## config.mk

```make
export PLATFORM = sky130hd
export DESIGN_NAME = sr_bank_arbiter
export DESIGN_NICKNAME = d
export VERILOG_FILES = /design/src/rtl/sr_bank_arbiter.sv
export SDC_FILE = /design/constraint.sdc
export NUM_CORES = 1
export LEC_CHECK = 0
export CAP_MARGIN = 5
export CELL_PAD_IN_SITES_DETAIL_PLACEMENT = 1
export CELL_PAD_IN_SITES_GLOBAL_PLACEMENT = 2
export CORE_ASPECT_RATIO = 0.8
export CORE_MARGIN = 5
export CORE_UTILIZATION = 30
export DETAILED_ROUTE_END_ITERATION = 10
export PLACE_DENSITY = 0.86
export SYNTH_ARGS = -nofsm -noshare
export SYNTH_HDL_FRONTEND = slang
export SYNTH_SLANG_ARGS = --single-unit
```

## constraint.sdc

```tcl
create_clock -name clk -period 3.3 [get_ports clk]
set_input_delay 0.33 -clock clk [delete_from_list [all_inputs] [get_ports clk]]
set_output_delay 0.33 -clock clk [all_outputs]
set_load 0.05 [all_outputs]
```

## src/rtl/sr_bank_arbiter.sv

```systemverilog
// Round-robin arbiter that applies set/reset commands from NREQ requesters to a bank of NFLAG flags.
// Optional feature macro: SR_ARB_CONFLICT_CNT_EN adds a saturating count of {s,r}=11 commands.
module sr_bank_arbiter #(
    parameter int NREQ  = 4,
    parameter int NFLAG = 8,
    parameter int IDXW  = $clog2(NFLAG),
    parameter int RQW   = $clog2(NREQ)
) (
    input  logic                 clk,
    input  logic                 rst,
    input  logic [NREQ-1:0]      req,
    input  logic [NREQ-1:0]      req_s,
    input  logic [NREQ-1:0]      req_r,
    input  logic [NREQ*IDXW-1:0] req_idx,
    output logic [NREQ-1:0]      ack,
    output logic [NFLAG-1:0]     q,
    output logic                 busy,
    output logic [RQW-1:0]       grant_id
`ifdef SR_ARB_CONFLICT_CNT_EN
    ,
    output logic [7:0]           conflict_cnt
`endif
);

    typedef enum logic [0:0] {StIdle, StApply} state_e;

    state_e            r_state;
    logic [NREQ-1:0]   r_ack;
    logic [NFLAG-1:0]  r_q;
    logic              r_busy;
    logic [RQW-1:0]    r_grant;
    logic [RQW-1:0]    r_rr;
    logic              r_s;
    logic              r_r;
    logic [IDXW-1:0]   r_idx;

    logic              w_found;
    logic [RQW-1:0]    w_winner;
    logic              w_in_range;

    // First requesting id at or after the rr pointer, wrapping around.
    always_comb begin
        w_found  = 1'b0;
        w_winner = '0;
        for (int k = 0; k < NREQ; k++) begin
            if (!w_found && req[RQW'((int'(r_rr) + k) % NREQ)]) begin
                w_found  = 1'b1;
                w_winner = RQW'((int'(r_rr) + k) % NREQ);
            end
        end
    end

    assign w_in_range = int'(r_idx) < NFLAG;

`ifdef SR_ARB_CONFLICT_CNT_EN
    logic [7:0] r_cnt;

    always_ff @(posedge clk or negedge rst) begin
        if (!rst) begin
            r_cnt <= 8'd0;
        end else if (r_state == StApply && r_s && r_r && r_cnt != 8'hFF) begin
            r_cnt <= r_cnt + 8'd1;
        end
    end

    assign conflict_cnt = r_cnt;
`endif

    always_ff @(posedge clk or negedge rst) begin
        if (!rst) begin
            r_state <= StIdle;
            r_ack   <= '0;
            r_q     <= '0;
            r_busy  <= 1'b0;
            r_grant <= '0;
            r_rr    <= '0;
            r_s     <= 1'b0;
            r_r     <= 1'b0;
            r_idx   <= '0;
        end else begin
            unique case (r_state)
                StIdle: begin
                    r_ack <= '0;
                    if (w_found) begin
                        r_s     <= req_s[w_winner];
                        r_r     <= req_r[w_winner];
                        r_idx   <= req_idx[int'(w_winner)*IDXW +: IDXW];
                        r_grant <= w_winner;
                        r_busy  <= 1'b1;
                        r_state <= StApply;
                    end
                end
                StApply: begin
                    // Only 01 and 10 change the flag; 11 resolves to hold.
                    if ((r_s ^ r_r) && w_in_range) begin
                        r_q[r_idx] <= r_s;
                    end
                    r_ack   <= NREQ'(1) << r_grant;
                    r_rr    <= (int'(r_grant) == NREQ - 1) ? '0 : r_grant + 1'b1;
                    r_busy  <= 1'b0;
                    r_state <= StIdle;
                end
                default: r_state <= StIdle;
            endcase
        end
    end

    assign ack      = r_ack;
    assign q        = r_q;
    assign busy     = r_busy;
    assign grant_id = r_grant;

endmodule

```

==> summary.txt <==
Critical path
  – CP Capture Type: flop
  – Startpoint types: input port
  – Most used cell, CP: or2_1
  – Critical Path Max Stage Delay: roughly 0.49 ns
  – Worst Path Buf+Inv: 1
  – Number of cells on the worst reg-to-reg path: 5
  – Crit. path cell count: 5
  – Setup CP Type: input port to flop
  – Cell Chain, Critical Path: clkdlybuf4s50_1 > nor4_1 > or2_1 > or2_1 > o221ai_2
  – Worst Path Arrival: 2.04 ns
  – CP Data Required Time: 3.44 ns
  – CP max stage cell: clkdlybuf4s50_1
  – CP Max Fanout: 8
  – CP top delay family: simple AND/OR/NAND/NOR gates

CTS
  – CTS resizes: 0
  – Clock Sinks: 23
  – Cts hold-fix bufs: 0
  – Clk slew on worst S/H paths: 0.08 ns
  – Clk_lat worst skew: 0.26 ns
  – Max clock buf depth: 2
  – Postcts setup bufs: 0
  – CTS H-Tree Depth: 1
  – CTS root buffer: clkbuf_8
  – CTS tree: done
  – CTS buffer count: 3

STA
  – Setup TNS: 0 ns
  – Setup Skew: 0.00588 ns
  – Final hold viol count: 0
  – WHS: 0.498 ns
  – RSZ-0062 raised after global routing: false
  – Max Clk Rate: 527 MHz
  – Tightest Pin Transition: roughly 1.1 ns
  – Minimum clock period after layout: 1.90 ns
  – Pins over their slew limit: 0
  – Final setup fails: 0
  – Slew HR: 0.298
  – Fin crit share: 0.575

Synth
  – Count leader, synth: dfrtp_1
  – Async set or reset register ratio after synthesis: 1.00
  – Synth area leaders: dfrtp_1 (48%), mux2i_1 (9.1%), o221ai_2 (6.2%)
  – Distinct cells, synth: 29
  – Register area share after synthesis: 0.476
  – Yosys top cell by area: dfrtp_1
  – Prevailing post-synth register cell: dfrtp_1
  – Synth Instances: approximately 110
  – Post-synthesis average cell area: roughly 11 um^2
  – Synth cell count leaders: dfrtp_1 (23), nand2_1 (15), mux2i_1 (11), mux2_1 (6)
  – Number of synthesized register bits: 23
  – Synthesized net count: 137
  – Share of the synthesized area in the top cell type: 0.476
  – YS warnings: 0
  – Mapped Area: 1210 um^2
  – EDFF count, synth: 0

Finish
  – Fill cells: 454
  – Diode count: 0
  – Share of cells above drive strength 1: 0.102
  – Final nets: 178
  – Final core utilization: 0.439
  – Area of the multi-input gates: 579 um^2
  – P&R area growth vs syn: 40.0%
  – Post-route insts no fill: 202
  – Reg area: 576 um^2

Pwr
  – Pwr per Cell Area: approximately 860 nW/um^2
  – Sw frac: 0.458
  – Switching power: 669 uW
  – Clock group share of total power: 0.117
  – Worst IR Drop VDD: around 0.31 mV
  – Int Power: 791 uW
  – Logic pwr share: 0.537
  – Pleak: 0.000729 uW
  – Power share of the sequential group: 0.346

Global route
  – M1 GR Usage: 0.134
  – All-Layer GR Usage: 0.116
  – First-pass GRT wire length: 4830 um
  – M2 GR Usage: 0.207
  – Met3 Use GR: 0.0365
  – Pin count of the biggest net entering global routing: 24
  – Initial antenna violation count: 0
  – GR peak layer: met2
  – Vias in the first global route: 1058
  – Gr ovfl total: 0

Drt
  – ANT nets after route: 0
  – DRT iter0 DRCs: 25
  – Vias/cell: 4.70
  – Remaining DRCs: 0
  – Via count: 950
  – DRT Pass-1 Iters: 4
  – Routed len/inst: 14.4 um
  – Final WL: a little under 3000 um

Floorplan
  – Die area: 5410 um^2
  – Die X: 81.0 um
  – Die Ht: roughly 67 um
  – Site Rows: 20
  – # IOs: 41
  – Initial Utilization: 0.314
  – Core area: 3850 um^2

Place
  – IO Port Bufs: 40
  – Gpl congestion: roughly 0.81
  – Placed Cells: a little under 200
  – HPWL after detailed placement: 2370 um

Status
  – Status: completed

Min path
  – HP Class: flop to flop
  – Hold depth: 1

Flow run
  – Maxcap violations: 0
## kinds of logic after synthesis
| family | after synthesis | synth area share |
|---|---|---|
| simple gates | 32 | 0.130 |
| flops | 23 | 0.476 |
| mux | 20 | 0.175 |
| compound gates | 17 | 0.125 |
| buf+inv | 10 | 0.0445 |
| fa+ha+maj | 4 | 0.0414 |
| xor+xnor | 1 | 0.00725 |
## power by group through the flow
stage	combinational (uW)	sequential, uW	clock, uW
final	784	505	171
after global routing	836	528	193
after CTS	795	508	181
after detailed placement	794	513	0
after global placement	779	504	0
after floorplan	336	713	0
## stage by stage
| stage | power (uW) | worst slack, ns | cell area [um^2] |
|---|---|---|---|
| after detailed placement | 1310 | 1.13 | 1650 |
| final | 1460 | 1.40 | 1690 |
| after CTS | 1480 | 1.41 | 1690 |
| after global routing | 1560 | 1.32 | 1690 |
| after floorplan | 1050 | 1.81 | 1210 |
| after global placement | 1280 | 1.24 | 1650 |
## state kept, by name, indices dropped and copies added, names as in the netlist, 2 cells and up
register / count
r_idx: 3
grant_id: 2
q: 8
r_rr: 2
ack: 4
## metal layers
metal / vias to the layer above / part of all wire
met5: - / 0
met4: 0 / 0.0065
met3: 2 / 0.055
met2: 27 / 0.52
met1: 470 / 0.42
li1: 451 / -
## placed cells by master (no fill, tap or decap), drive strengths merged, types with 4 or more instances in the layout
cell           Yosys  routed
a21oi              4       4
o221ai             5       5
mux2               9       9
clkbuf             1       4
mux2i             11      11
nor2               4       4
inv                6       6
clkdlybuf4s50      0      40
and2               4       4
dfrtp             23      23
o21ai              4       4
nand2             15      15
ha                 4       4
## worst paths after layout
check	end	slack, ns	startpoint
worst max register to register	r_s$_DFFE_PN0P_	1.55	r_rr[1]$_DFFE_PN0P_
max in group asynchronous	q[7]$_DFFE_PN0P_	2.03	rst
worst max-delay path	r_idx[2]$_DFFE_PN0P_	1.40	req[0]
min in group asynchronous	grant_id[1]$_DFFE_PN0P_	0.63	rst
worst min register to register	q[5]$_DFFE_PN0P_	0.50	q[5]$_DFFE_PN0P_
worst min-delay path	q[5]$_DFFE_PN0P_	0.50	q[5]$_DFFE_PN0P_
## final cells by class
class	count	share of cell area
sequential	23	0.340
clock buffer	4	0.0266
tap	55	0.0407
inverter	6	0.0133
multi-input combinational	74	0.342
timing repair buffer	40	0.237
(Power assumes the default switching activity.)
